### config.mk
export PLATFORM = sky130hd
export DESIGN_NAME = keypad_event_encoder
export DESIGN_NICKNAME = d
export VERILOG_FILES = /design/src/rtl/keypad_pkg.sv /design/src/rtl/key_event_fifo.sv /design/src/rtl/keypad_event_encoder.sv
export SDC_FILE = /design/constraint.sdc
export NUM_CORES = 1
export LEC_CHECK = 0
export CAP_MARGIN = 0
export CORE_MARGIN = 2
export CORE_UTILIZATION = 40
export DETAILED_ROUTE_END_ITERATION = 6
export GPL_TIMING_DRIVEN = 0
export SLEW_MARGIN = 15
export SYNTH_ARGS = -nofsm -noshare
export SYNTH_HDL_FRONTEND = slang
export SYNTH_SLANG_ARGS = --single-unit
### constraint.sdc
create_clock -name aclk -period 6.26 [get_ports aclk]
set_input_delay 0.626 -clock aclk [delete_from_list [all_inputs] [get_ports aclk]]
set_output_delay 0.626 -clock aclk [all_outputs]
set_load 0.02 [all_outputs]
### src/rtl/keypad_pkg.sv
// Shared keypad constants, the queued event record and the pending-event picker.
package keypad_pkg;

    localparam int KEY_COUNT  = 12;
    localparam int KEY_CODE_W = 4;

    typedef struct packed {
        logic                  is_release;
        logic [KEY_CODE_W-1:0] code;
    } key_evt_t;

    // Lowest set index wins; an all-zero vector yields 0 and must be gated by the caller.
    function automatic logic [KEY_CODE_W-1:0] lowest_key(input logic [KEY_COUNT-1:0] keys);
        logic [KEY_CODE_W-1:0] idx;
        idx = '0;
        for (int k = KEY_COUNT - 1; k >= 0; k--) begin
            if (keys[k]) idx = KEY_CODE_W'(k);
        end
        return idx;
    endfunction

endpackage

### src/rtl/key_event_fifo.sv
// Event FIFO with a registered head word; the head reads as zero while empty.
// A push is accepted on a full FIFO when a pop happens in the same cycle.
module key_event_fifo #(
    parameter int FIFO_DEPTH = 8,
    parameter int DATA_W     = 5
) (
    input  logic              aclk,
    input  logic              areset,
    input  logic              i_push,
    input  logic [DATA_W-1:0] i_push_data,
    input  logic              i_pop,
    output logic              o_full,
    output logic              o_empty,
    output logic [DATA_W-1:0] o_head
);

    localparam int AW = $clog2(FIFO_DEPTH);

    logic [FIFO_DEPTH-1:0][DATA_W-1:0] mem_q, mem_d;
    logic [AW-1:0]                     wr_ptr_q, wr_ptr_d;
    logic [AW-1:0]                     rd_ptr_q, rd_ptr_d;
    logic [AW:0]                       count_q, count_d;
    logic [DATA_W-1:0]                 head_q, head_d;
    logic                              head_vld_q, head_vld_d;
    logic                              pop_ok, push_ok;

    assign o_full  = (count_q == (AW+1)'(FIFO_DEPTH));
    assign o_empty = ~head_vld_q;
    assign o_head  = head_q;

    always_comb begin
        pop_ok   = i_pop && head_vld_q;
        push_ok  = i_push && (!o_full || pop_ok);
        mem_d    = mem_q;
        wr_ptr_d = wr_ptr_q + AW'(push_ok);
        rd_ptr_d = rd_ptr_q + AW'(pop_ok);
        count_d  = count_q + (AW+1)'(push_ok) - (AW+1)'(pop_ok);
        if (push_ok) mem_d[wr_ptr_q] = i_push_data;

        // Next head is either an entry already stored or the word pushed this cycle.
        head_vld_d = (count_d != '0);
        head_d     = '0;
        if (head_vld_d) begin
            if (push_ok && ((count_q - (AW+1)'(pop_ok)) == '0)) head_d = i_push_data;
            else                                                 head_d = mem_q[rd_ptr_d];
        end
    end

    always_ff @(posedge aclk or posedge areset) begin
        if (areset) begin
            mem_q      <= '0;
            wr_ptr_q   <= '0;
            rd_ptr_q   <= '0;
            count_q    <= '0;
            head_q     <= '0;
            head_vld_q <= 1'b0;
        end else begin
            mem_q      <= mem_d;
            wr_ptr_q   <= wr_ptr_d;
            rd_ptr_q   <= rd_ptr_d;
            count_q    <= count_d;
            head_q     <= head_d;
            head_vld_q <= head_vld_d;
        end
    end

endmodule

### src/rtl/keypad_event_encoder.sv
// 3x4 keypad debouncer and press/release event encoder feeding a FIFO.
// Define KEYPAD_RELEASE_EVENT_EN to queue release events; otherwise only presses are reported.
module keypad_event_encoder
    import keypad_pkg::*;
#(
    parameter int DEBOUNCE_CYCLES = 16,
    parameter int FIFO_DEPTH      = 8
) (
    input  logic                  aclk,
    input  logic                  areset,
    input  logic [KEY_COUNT-1:0]  i_key_raw,
    output logic [KEY_COUNT-1:0]  o_key_stable,
    output logic                  o_evt_valid,
    input  logic                  i_evt_ready,
    output logic [KEY_CODE_W-1:0] o_evt_code,
    output logic                  o_evt_release,
    output logic                  o_overflow,
    input  logic                  i_overflow_clr
);

    localparam int               CNT_W    = $clog2(DEBOUNCE_CYCLES);
    localparam logic [CNT_W-1:0] CNT_LAST = CNT_W'(DEBOUNCE_CYCLES - 1);

`ifdef KEYPAD_RELEASE_EVENT_EN
    localparam int DATA_W = $bits(key_evt_t);
`else
    localparam int DATA_W = KEY_CODE_W;
`endif

    logic [KEY_COUNT-1:0]            sync1_q, sync1_d, sync2_q, sync2_d;
    logic [KEY_COUNT-1:0][CNT_W-1:0] cnt_q, cnt_d;
    logic [KEY_COUNT-1:0]            stable_q, stable_d, stable_dly_q, stable_dly_d;
    logic [KEY_COUNT-1:0]            press_pend_q, press_pend_d, press_clr;
    logic [KEY_COUNT-1:0]            rise, sel_mask;
    logic                            overflow_q, overflow_d, ovf_hit;
    logic                            evt_avail, sel_rel;
    logic [KEY_CODE_W-1:0]           sel_code;
    logic                            fifo_push, fifo_pop, fifo_accept;
    logic                            fifo_full, fifo_empty;
    logic [DATA_W-1:0]               fifo_push_data, fifo_head;

`ifdef KEYPAD_RELEASE_EVENT_EN
    logic [KEY_COUNT-1:0]            rel_pend_q, rel_pend_d, rel_clr, fall;
    key_evt_t                        head_evt;
`endif

    // Synchronizer and per-key debounce: the counter only runs while the
    // synchronized level disagrees with the accepted level.
    always_comb begin
        sync1_d      = i_key_raw;
        sync2_d      = sync1_q;
        stable_dly_d = stable_q;
        stable_d     = stable_q;
        cnt_d        = cnt_q;
        for (int k = 0; k < KEY_COUNT; k++) begin
            if (sync2_q[k] == stable_q[k]) begin
                cnt_d[k] = '0;
            end else if (cnt_q[k] == CNT_LAST) begin
                cnt_d[k]    = '0;
                stable_d[k] = ~stable_q[k];
            end else begin
                cnt_d[k] = cnt_q[k] + 1'b1;
            end
        end
    end

    assign fifo_pop    = o_evt_valid && i_evt_ready;
    assign fifo_accept = !fifo_full || fifo_pop;

    // Pending-event bookkeeping: presses drain before releases, lowest key first.
    always_comb begin
        rise      = stable_q & ~stable_dly_q;
        sel_rel   = 1'b0;
        sel_code  = lowest_key(press_pend_q);
        evt_avail = |press_pend_q;
`ifdef KEYPAD_RELEASE_EVENT_EN
        fall = ~stable_q & stable_dly_q;
        if (!(|press_pend_q) && (|rel_pend_q)) begin
            sel_rel   = 1'b1;
            sel_code  = lowest_key(rel_pend_q);
            evt_avail = 1'b1;
        end
`endif
        fifo_push    = evt_avail && fifo_accept;
        sel_mask     = KEY_COUNT'(1) << sel_code;
        press_clr    = (fifo_push && !sel_rel) ? sel_mask : '0;
        press_pend_d = (press_pend_q & ~press_clr) | rise;
        // An edge landing on a still-pending bit merges into it and is reported as lost.
        ovf_hit      = |(rise & press_pend_q & ~press_clr);
`ifdef KEYPAD_RELEASE_EVENT_EN
        rel_clr        = (fifo_push && sel_rel) ? sel_mask : '0;
        rel_pend_d     = (rel_pend_q & ~rel_clr) | fall;
        ovf_hit        = ovf_hit | (|(fall & rel_pend_q & ~rel_clr));
        fifo_push_data = key_evt_t'({sel_rel, sel_code});
`else
        fifo_push_data = sel_code;
`endif
        overflow_d = overflow_q;
        if (ovf_hit)             overflow_d = 1'b1;
        else if (i_overflow_clr) overflow_d = 1'b0;
    end

    always_ff @(posedge aclk or posedge areset) begin
        if (areset) begin
            sync1_q      <= '0;
            sync2_q      <= '0;
            cnt_q        <= '0;
            stable_q     <= '0;
            stable_dly_q <= '0;
            press_pend_q <= '0;
            overflow_q   <= 1'b0;
        end else begin
            sync1_q      <= sync1_d;
            sync2_q      <= sync2_d;
            cnt_q        <= cnt_d;
            stable_q     <= stable_d;
            stable_dly_q <= stable_dly_d;
            press_pend_q <= press_pend_d;
            overflow_q   <= overflow_d;
        end
    end

`ifdef KEYPAD_RELEASE_EVENT_EN
    always_ff @(posedge aclk or posedge areset) begin
        if (areset) rel_pend_q <= '0;
        else        rel_pend_q <= rel_pend_d;
    end
`endif

    key_event_fifo #(
        .FIFO_DEPTH (FIFO_DEPTH),
        .DATA_W     (DATA_W)
    ) u_fifo (
        .aclk        (aclk),
        .areset      (areset),
        .i_push      (fifo_push),
        .i_push_data (fifo_push_data),
        .i_pop       (i_evt_ready),
        .o_full      (fifo_full),
        .o_empty     (fifo_empty),
        .o_head      (fifo_head)
    );

    assign o_key_stable = stable_q;
    assign o_evt_valid  = !fifo_empty;
    assign o_overflow   = overflow_q;

`ifdef KEYPAD_RELEASE_EVENT_EN
    assign head_evt      = key_evt_t'(fifo_head);
    assign o_evt_code    = head_evt.code;
    assign o_evt_release = head_evt.is_release;
`else
    assign o_evt_code    = fifo_head;
    assign o_evt_release = 1'b0;
`endif

endmodule

Word level (Yosys, flattened, before mapping)
Index checks and enable logic that the tools add are counted.
Word-level totals
  bits in registers: 156
  logic and storage cells: 189
Cells by class
  bitwise gates (word level): 31
  reductions and logical operators: 24
  equal/unequal tests: 25
  $lt $le $gt $ge: 3
  add/subtract/negate cells: 17
  muxes and demuxes: 46
  shift operators: 1
Operators by type and width (number)
  $mux 4: 40
  $eq 4x4->1 const B: 13
  $add 4x1->4 const B: 12
  $and 12x12->12: 4
  $bwmux 32: 1
  $not 1->1: 24
  $not 12->12: 2
  $reduce_and 2->1: 12
  $reduce_or 12->1: 2
  $bmux 4 s3: 1
  $demux 4 s3: 1
  $eq 1x1->1: 12
  $mux 12: 1
  $or 12x12->12: 1
  $shl 1x4->12 const A: 1
  $lt 3x4->1 const B: 2
  $sub 4x1->4: 2
  $add 3x1->3: 2
  $logic_and 1x1->1: 5
  $add 4x1->4: 1
  $logic_not 4->1: 1
  $reduce_bool 4->1: 1
  $ge 3x1->1 const B: 1
  $mux 1: 2
  3 further kinds: 3

Depth between registers and ports, before layout
Gate-level depths: netlist of the first run.
  depth in word-level cells: 18
  depth in mapped cells: 11
  mapped depth without buffers: 11

Hierarchy
From an unflattened synthesis of the first run, not the netlist that was laid out.
Unflattened totals
  cell total of the unflattened synthesis: 526
  area, all modules: 6761.5 um^2
Modules (own cells, without submodules)
  keypad_event_encoder: sequential area each 2727.6 um^2, area each 4450.5 um^2, instances 1, cells each 365
  key_event_fifo: sequential area each 1176.1 um^2, area each 2311.0 um^2, instances 1, cells each 161

Worst setup path before layout of the first run
No wires, ideal clock.
  kind: input to register
  start: input port i_evt_ready
  end: register u_fifo.head_q[0] (netlist: u_fifo.o_head[0])
  buffers on the path: 0
  slack: 3604 ps
  data arrival time: 2501 ps
  setup time: 155 ps
  stages on the path: 9
  data required time: 6105 ps
  cells stage by stage: a211oi_1 -> and2_1 -> a31oi_1 -> ha_1 -> inv_1 -> fa_1 -> xor2_1 -> nor4_1 -> a211oi_1
On the way
  longest elaborated chain between the ends: 8
  elaborated cells on any way between the ends: 15
  classes of those cells: 4 x add/sub; 4 x mux; 7 x reduce/logical
Ends and longest elaborated chain
  from (decl): RTL line keypad_event_encoder.sv:14  | input logic i_evt_ready,
  $logic_and 1x1->1 *: RTL line key_event_fifo.sv:32, keypad_event_encoder.sv:67
  $logic_or 1x1->1: RTL line key_event_fifo.sv:33, keypad_event_encoder.sv:68
  $logic_and 1x1->1: RTL line keypad_event_encoder.sv:84  | fifo_push = evt_avail && fifo_accept;
  $logic_and 1x1->1: RTL line key_event_fifo.sv:33  | push_ok = i_push && (!o_full || pop_ok);
  $add 4x1->4: RTL line key_event_fifo.sv:37  | count_d = count_q + (AW+1)'(push_ok) - (AW+1)'(pop_ok);
  $sub 4x1->4 *: RTL line key_event_fifo.sv:37
  via u_fifo.count_d[2]: RTL line key_event_fifo.sv:22  | logic [AW:0] count_q, count_d;
  $reduce_bool 4->1 *: RTL line key_event_fifo.sv:41  | head_vld_d = (count_d != '0);
  $mux 4 *: RTL line key_event_fifo.sv:43  | if (head_vld_d) begin
  via u_fifo.head_d[0]: RTL line key_event_fifo.sv:23  | logic [DATA_W-1:0] head_q, head_d;
  to (signal assigned): RTL line key_event_fifo.sv:55  | head_q <= '0;
  to (signal assigned): RTL line key_event_fifo.sv:62  | head_q <= head_d;
  to (decl): RTL line key_event_fifo.sv:23
Mark *: on every way through the listed nets, which the timed path passes. The rest lies on a longest branch. The select of a mux whose other input is x is not followed.
A chain may end at the register's enable or synchronous reset.

Worst setup path in the final report of the first run
  start: input port i_evt_ready
  end: register u_fifo.head_q[3] (netlist: u_fifo.o_head[3])
Same word-level chain as after synthesis.

==> run metrics, run 1 <==
run status finished clean; CTS H-tree depth 4; post-synth top area cell dfrtp_1; Clock Power Share 30.3%; gpl congestion between 0.8 and 0.9; clock sink count roughly 160; Worst Tran Pin Value ~1 ns; R2R setup slack around 3.1 ns; Area contributors post-synth dfrtp_1, mux2_2, ha_1, xnor2_1, mux4_2; most frequent cells in the layout dfrtp_1, mux2_2, clkdlybuf4s50_1; Initial Util between 40 and 50%; Syn Nets 557; post-CTS sizing 0; Global Route Usage Sum between 10 and 15%; FF-to-FF End u_fifo.o_head[3]; # setup viols final 0; Layout fillers 1403; final critical-path share of the clock period a little over half; number of I/O port buffers 33; critical path launch point i_evt_ready; internal power 2.23 mW; CTS tree done; Die X-Extent 132 µm; Post-DP HPWL 7890 µm; register area 3900 µm²; Hold Path Class flop to flop; final hold violation count 0; Unique masters post-synth 49; die footprint 17400 µm²; Area growth syn-to-layout 18.3%; CP required 6.51 ns; # IOs 35; final wirelength 11400 µm; Synth Flop Type dfrtp_1; critical path class primary input to flop; Reg power frac 39.9%; largest net degree at the start of global routing 115; Final Max Tran Viols 0; Post-CTS Hold Buffers 0; Diodes inserted 0; Netlist Area Pre-Place 6560 µm²; Reg clk slew, reported paths ~0.06 ns; nets@finish 610; number of synthesized flops with an enable pin 0; Slew headroom ~32%; syn avg cell area roughly 13 µm²; via-per-instance ratio about 5.1; Final Util 48.7%; vias in the first global route 4212; post-route ant nets 0; core footprint approximately 16000 µm²; PD cells about 420 nW/µm²; FFs w/ async S/R, synth 100%; Gate power share 29.8%; Lkg Pwr around 3.4 nW; Worst Slack Setup Final 2.88 ns; CP arrival 3.63 ns; Rows between 40 and 50; Ys Warns 0; FF-to-FF path depth 10; GR Overflow Total 0; antenna violations before repair 0; maxcap violations 0; sequential share of the synthesized area between 50% and 60%; commonest non-fill, non-tap cell in the layout dfrtp_1; clk buf depth 2; Synth top area share 59.5%; Sw Ratio 31.7%; Pre-antenna DRT Iters 6; cells after synthesis 517; Routed wire per std cell 14.3 µm; Critical Path Sink u_fifo.o_head[3]; Max Fclk between 200 and 300 MHz; clock root buffer clkbuf_16; CP endpoint kind flop; critical path peak fanout 5; TritonCTS buffer count 17; R2R Path Start u_fifo.count_q[2]; setup slack at placement roughly 2.4 ns; global-route wire length before repair 20000 µm; RSZ-0062 raised after global routing false; later-pin clock latency in the skew report 0.42 ns; Period minus WS final between 3 and 4 ns; Yosys reg bits 156; routed vias 4050; maximum VDD drop roughly 0.21 mV; Die H 132 µm; sw power 1.04 mW; DRC viols 0; DR iter-0 viols 214; Final Skew roughly 0.0087 ns; setup bufs post-CTS 0; layout cells sized above 1 14.4%; critical path launch point type primary input; area of the multi-input gates ~2500 µm²
==> flip-flops by register name (all words and copies together) (netlist names) <==
register	flops
stable_dly_q	12
u_fifo.o_head	4
u_fifo.wr_ptr_q	3
o_key_stable	12
o_overflow	1
sync1_q	12
u_fifo.mem_q	32
sync2_q	12
u_fifo.rd_ptr_q	3
press_pend_q	12
u_fifo.count_q	4
u_fifo.head_vld_q	1
cnt_q	48
==> critical path, cell delays in order <==
cell             delay, ns
clkdlybuf4s50_1       0.48
a211oi_1              0.13
and2_1                0.21
a31oi_1               0.44
ha_1                  0.27
inv_1                 0.06
fa_1                  0.38
xor2_1                0.19
nor4_1                0.73
a211oi_1              0.10
==> layer usage <==
layer	part of all wire (%)	GRT usage, %	wire (µm)
met4	1.3	5.43	146
met3	4.3	4.81	488
met1	47	18.2	5330
met2	48	22.5	5470
met5	0	0	0
==> per-stage QoR <==
step | std cells | power (mW) | area (µm²) | setup TNS, ns | hold WS, ns
after floorplan | 517 | 2.03 | 6560 | 0 | 0.331
after global placement | 766 | 2.25 | 7160 | -75.96 | 0.332
after detailed placement | 767 | 2.29 | 7190 | 0 | 0.335
after global routing | 798 | 3.48 | 7760 | 0 | 0.353
after CTS | 798 | 3.29 | 7760 | 0 | 0.348
final | 798 | 3.26 | 7760 | 0 | 0.347
==> cell type report <==
type | count | share of cell area [%]
flip-flops and latches | 156 | 50.3
multi-input cells | 322 | 32.1
clock buffers | 21 | 5.81
repair buffers | 34 | 4.61
well taps | 216 | 3.48
inverters | 31 | 1.60
clock inverters | 10 | 1.50
plain buffers | 8 | 0.581
==> power by group through the flow <==
stage	registers, mW	logic, mW	clock network [mW]
final	1.30	0.973	0.989
after global routing	1.33	1.09	1.06
after CTS	1.30	0.977	1.01
after detailed placement	1.32	0.972	0
after global placement	1.31	0.937	0
after floorplan	1.30	0.732	0
==> cells in the mapped netlist, types with 8 or more instances <==
master,count
dfrtp_1,156
mux2_2,36
inv_1,31
a21oi_1,26
xnor2_1,26
nor2_1,25
o21ai_0,25
nand2_1,24
ha_1,23
nor2b_1,16
nand3_1,15
nand4b_1,15
nor3b_1,10
mux4_2,8
==> worst min path at each step <==
stage,from,endpoint,cells after the start
2_1_floorplan,sync1_q[0],sync2_q[0],0
3_5_place_dp,sync1_q[10],sync2_q[10],0
4_1_cts,sync1_q[10],sync2_q[10],0
3_3_place_gp,sync1_q[8],sync2_q[8],0
6_report,sync1_q[10],sync2_q[10],0
5_1_grt,sync1_q[10],sync2_q[10],0
==> cell families (layout without fill, tap and decap cells) <==
group / Yosys count / after routing / share of synthesized area [%]
xor+xnor: 30 / 30 / 4.01
simple gates: 133 / 133 / 11.5
other cells: 1 / 1 / 0.0572
flops: 156 / 156 / 59.5
fa+ha+maj: 24 / 24 / 4.69
compound gates: 86 / 86 / 8.21
buf+inv: 39 / 104 / 2.46
mux: 48 / 48 / 9.54
Note: power is estimated with default switching activity, not from simulation.
==> run 2, diff against run 1 <==
- clock period: 6.26 -> 2.9 ns (I/O delays scaled with it)
==> run 2 against run 1 <==
  * First-iteration DRC count is 28% higher
  * Clock skew increased by 0.0042 ns
  * Largest cell class unchanged
  * Total power grew 120%
  * Clock-buffer cell count rose by 2
  * Via count is 0.59% higher
  * Register-to-register slack got worse by 2.8 ns
  * Clock power is 120% higher
==> run metrics, run 2 (synthesized netlist as in run 1, its figures left out) <==
later-pin clock latency in the skew report 0.42 ns (about the same); commonest non-fill, non-tap cell in the layout dfrtp_1; Post-DP HPWL 8330 µm (+5.5%); biggest regs cnt_q x48, u_fifo.mem_q x32; Final Max Tran Viols 0 (unchanged); GR Overflow Total 0 (unchanged); post-route ant nets 0 (unchanged); Slew headroom 29.9% (-2.3 points); critical path peak fanout 5 (unchanged); Most flops, register cnt_q; gpl congestion 0.818 (-1.4%); via-per-instance ratio 5.07 (about the same); clock root buffer clkbuf_16; register area 3900 µm² (unchanged); sw power 2.28 mW (+120%); Final Skew 0.0129 ns (+0.00422 ns); largest net degree at the start of global routing 38 (-67%); final hold violation count 0 (unchanged); Period minus WS final about 2.6 ns; Cell Area, Placed 7280 µm² (+1.2%); Max Fclk 382 MHz; nets@finish 614 (+0.66%); Die X-Extent 132 µm (unchanged); Die H 132 µm (unchanged); number of I/O port buffers 33 (unchanged); worst hold slack 0.258 ns (-0.0890 ns); CP arrival 2.90 ns (-0.73 ns); Routed wire per std cell 14.5 µm (+1.1%); vias in the first global route 4238 (+0.62%); maxcap violations 0 (unchanged); CTS tree done; core footprint 15900 µm² (unchanged); RSZ-0062 raised after global routing false; Sw Ratio 31.6% (-0.10 points); CTS H-tree depth 4 (unchanged); # setup viols final 0 (unchanged); antenna violations before repair 0 (unchanged); Gate power share 30.4% (+0.6 points); global-route wire length before repair 20700 µm (+3.5%); critical path launch point type flop; Area growth syn-to-layout 20.4%; final wirelength 11600 µm (+1.8%); routed vias 4074 (+0.59%); Initial Util 41.1% (unchanged); Diodes inserted 0 (unchanged); # IOs 35 (unchanged); clock sink count 156 (unchanged); max FFs per register 48 (unchanged); run status finished clean; Lkg Pwr 3.43 nW (+1.5%); PD cells 913 nW/µm² (+120%); Pre-antenna DRT Iters 5 (-1); area of the multi-input gates 2510 µm² (+0.85%); maximum VDD drop 0.426 mV (+100%); DR iter-0 viols 273 (+28%); critical path class flop to flop; Reg power frac 39.0% (-0.9 points); post-route cell area 7900 µm² (+1.8%); Cells after DPL 771 (+0.52%); Global Route Usage Sum 14.9% (+0.63 points); internal power 4.93 mW (+120%); CP endpoint kind flop; Worst Tran Pin Value 1.04 ns (+0.0339 ns); DRC viols 0 (unchanged); R2R setup slack 0.28 ns (-2.82 ns); CP required 3.18 ns (-3.33 ns); final critical-path share of the clock period 90.3%; Rows 46 (unchanged); die footprint 17400 µm² (unchanged); Hold Path Class primary input to async pin; Layout fillers 1396 (-0.50%); layout cells sized above 1 15.7% (+1.2 points); most frequent cells in the layout dfrtp_1, mux2_2, clkdlybuf4s50_1; TritonCTS buffer count 17 (unchanged); Clock Power Share 30.6% (+0.3 points); clk buf depth 2 (unchanged); Reg clk slew, reported paths 0.06 ns (about the same); final std cells w/o fill 803 (+0.63%)
[run 2: cell types whose count changed in the layout (fill, tap and decap cells not counted), sizes merged]
cell / previous run / this run
inv: 32 / 31
buf: 7 / 11
clkinvlp: 2 / 4
clkinv: 5 / 3
clkbuf: 23 / 25
[run 2: stage by stage]
stage	setup WS, ns	setup TNS (ns)	power, mW	utilization (%)
floorplan	0.366	0	4.39	-
global placement	-0.574	-90.52	4.86	44.9
detailed placement	-0.527	-2.71	4.95	45.6
CTS	0.101	0	7.28	49.5
global route	0.0336	0	7.72	49.5
finish	0.283	0	7.21	49.5
[run 2: critical path, cell delays in order (launching register included)]
cell,delay [ns]
dfrtp_1,0.36
inv_1,0.08
ha_1,0.23
and2_1,0.17
a31oi_2,0.30
ha_1,0.25
inv_1,0.06
fa_1,0.38
xor2_1,0.22
nor4_4,0.36
a211oi_1,0.08
[run 2: area by class of cell]
type	count	share of cell area, %
clock buffer	23	6.18
buffer	8	0.571
timing repair buffer	38	5.64
sequential	156	49.4
tap	216	3.42
clock inverter	9	1.39
multi-input combinational	322	31.8
inverter	31	1.52
[run 2: metal layers]
layer  vias up  track usage (%)  wire length (µm)
met1      2033             19.4              5320
li1       1962                -                 -
met5         -                0                 0
met3         9             3.92               486
met2        70             23.3              5720
met4         0             6.94               114
[run 2: power groups by stage]
stage               logic, mW  clock network, mW  registers (mW)
finish                   2.19               2.20            2.81
global route             2.48               2.37            2.87
CTS                      2.20               2.27            2.82
detailed placement       2.10                  0            2.85
global placement         2.03                  0            2.84
floorplan                1.58                  0            2.81
[run 2: worst paths after layout]
check	startpoint	endpoint	cells past startpoint
max reg2reg	u_fifo.count_q[2]	u_fifo.o_head[2]	10
max	u_fifo.count_q[2]	u_fifo.o_head[2]	10
min reg2reg	sync1_q[4]	sync2_q[4]	0
min	areset	cnt_q[14]	2
min in group aclk	i_key_raw[10]	sync1_q[10]	1
max in group asynchronous	areset	o_key_stable[0]	4
[run 2: timing repair]
action / CTS / global route
gates resized for setup: 2 / 1
buffers inserted: 0 / 0
endpoints found under the setup margin: 5 / 9
hold buffers: 0 / 0
==> run 3, diff against run 2 <==
- CORE_MARGIN: 2 -> 10
==> run 3 against run 2 <==
  * Global-route usage is 3.2 points lower
  * Total power is 0.11% lower
  * Combinational power hardly changed
  * Cell area hardly changed
  * Sequential cell count stayed put
==> run metrics, run 3 (synthesized netlist as in run 1, its figures left out) <==
post-route cell area 7890 µm² (about the same); Gate power share 30.4% (about the same); commonest non-fill, non-tap cell in the layout dfrtp_1; Reg clk slew, reported paths 0.06 ns (about the same); internal power 4.92 mW (-0.23%); Slew headroom 34.4% (+4.5 points); final critical-path share of the clock period 90.5% (+0.24 points); layout cells sized above 1 16.0% (+0.37 points); # setup viols final 0 (unchanged); routed vias 4111 (+0.91%); TritonCTS buffer count 17 (unchanged); gpl congestion 0.807 (-1.4%); CP arrival 2.92 ns (+0.02 ns); CP required 3.20 ns (+0.02 ns); sw power 2.28 mW (+0.15%); die footprint 21900 µm² (+26%); biggest regs cnt_q x48, u_fifo.mem_q x32; CP endpoint kind flop; setup slack at placement -0.557 ns (-0.0297 ns); DRT met1 WL 5380 µm (+1.1%); Post-DP HPWL 8670 µm (+4.0%); Period minus WS final 2.62 ns (+0.00702 ns); Tot Pwr 7.20 mW (-0.11%); core footprint 16000 µm² (+0.36%); run status finished clean; Lkg Pwr 3.43 nW (about the same); Pre-antenna DRT Iters 4 (-1); routed wl met2 5760 µm (+0.73%); global-route wire length before repair 20700 µm (about the same); clock sink count 156 (unchanged); Worst Slack Setup Final 0.276 ns (-0.00702 ns); vias in the first global route 4284 (+1.1%); R2R Path Start press_pend_q[3]; post-route ant nets 0 (unchanged); Final Skew 0.00775 ns (-0.00519 ns); clk buf depth 2 (unchanged); via-per-instance ratio 5.13 (+1.0%); number of I/O port buffers 33 (unchanged); largest net degree at the start of global routing 35 (-7.9%); CTS tree done; Sw Ratio 31.7% (+0.082 points); FF-to-FF End o_overflow; final hold violation count 0 (unchanged); DRC viols 0 (unchanged); PD cells 913 nW/µm² (about the same); Area growth syn-to-layout 20.3% (about the same); critical path peak fanout 7 (+2); clock root buffer clkbuf_16; Max Fclk 381 MHz (-0.27%); Worst Tran Pin Value 0.969 ns (-0.0660 ns); Reg power frac 39.1% (about the same); final wirelength 12000 µm (+2.9%); R2R setup slack 0.28 ns (about the same); DR iter-0 viols 301 (+10%); nets@finish 614 (unchanged); GR Overflow Total 0 (unchanged); Most flops, register cnt_q; max FFs per register 48 (unchanged); Die X-Extent 148 µm (+12%); Clock Power Share 30.4% (-0.2 points); critical path class flop to flop; Initial Util 41.0% (-0.15 points); Die H 148 µm (+12%); Hold Path Class primary input to async pin; most frequent cells in the layout dfrtp_1, mux2_2, clkdlybuf4s50_1; Layout fillers 1408 (+0.86%); setup bufs post-CTS 0 (unchanged); Cells after DPL 771 (unchanged); RSZ-0062 raised after global routing false; Met3 Routed Length 579 µm (+19%); Cell Area, Placed 7270 µm² (-0.10%); Final Max Tran Viols 0 (unchanged); maximum VDD drop 0.538 mV (+26%); later-pin clock latency in the skew report 0.42 ns (about the same); uppermost layer routed met4; Final Util 49.3% (-0.23 points); Global Route Usage Sum 11.7% (-3.2 points); critical path launch point type flop; antenna violations before repair 0 (unchanged); CTS H-tree depth 4 (unchanged); maxcap violations 0 (unchanged); final std cells w/o fill 802 (-0.12%); # IOs 35 (unchanged); FF-to-FF path depth 7 (-3); Routed wire per std cell 14.9 µm (+3.0%); Rows 46 (unchanged); Diodes inserted 0 (unchanged)
==> run 3: metrics by stage <==
stage	TNS [ns]	hold slack, ns
after detailed placement	-3.20	0.335
after floorplan	0	0.321
after global placement	-92.18	0.332
final	0	0.247
after global routing	0	0.277
after CTS	0	0.249
==> run 3: layout make-up <==
cell class              instances  area (µm²)  share of cell area (%)
plain buffers                   8        45.0                   0.571
clock buffers                  21         480                    6.09
clock inverters                10         113                    1.43
inverters                      31         120                    1.52
multi-input cells             322        2520                    31.9
flip-flops and latches        156        3900                    49.5
well taps                     216         270                    3.43
repair buffers                 38         438                    5.55
==> run 3: worst max-delay path, stage by stage, from the launching register on <==
cell       delay, ns
dfrtp_1         0.45
nor4_1          0.59
nor2b_1         0.23
and2_1          0.20
a31oi_1         0.12
a211oi_1        0.33
o2111ai_1       0.19
or3_1           0.41
==> run 3: power by group through the flow <==
stage	registers (mW)	clock network (mW)	logic, mW
finish	2.82	2.19	2.19
global route	2.87	2.34	2.45
CTS	2.82	2.25	2.21
detailed placement	2.85	0	2.11
global placement	2.84	0	2.03
floorplan	2.81	0	1.58
==> run 3: what timing repair did <==
| item | CTS | global route |
|---|---|---|
| gates resized for setup | 2 | 2 |
| hold buffers | 0 | 0 |
| setup endpoints to repair | 5 | 9 |
| cloned | 0 | 0 |
==> run 3: worst max-delay path by stage <==
stage | from | end | slack [ns] | cells past startpoint
final | press_pend_q[3] | o_overflow | 0.28 | 7
after global routing | u_fifo.count_q[2] | u_fifo.o_head[2] | 0.08 | 10
after CTS | u_fifo.count_q[2] | u_fifo.mem_q[17] | 0.11 | 7
after detailed placement | i_evt_ready | u_fifo.o_head[2] | -0.56 | 10
after global placement | areset | cnt_q[45] | -0.59 | 2
after floorplan | u_fifo.count_q[2] | u_fifo.o_head[0] | 0.37 | 10
==> run 3: routing by layer <==
layer | global-route usage (%) | vias up
met4 | 5.35 | 0
met3 | 4.06 | 24
met2 | 18.3 | 76
met5 | 0 | -
met1 | 14.2 | 2053
li1 | - | 1958
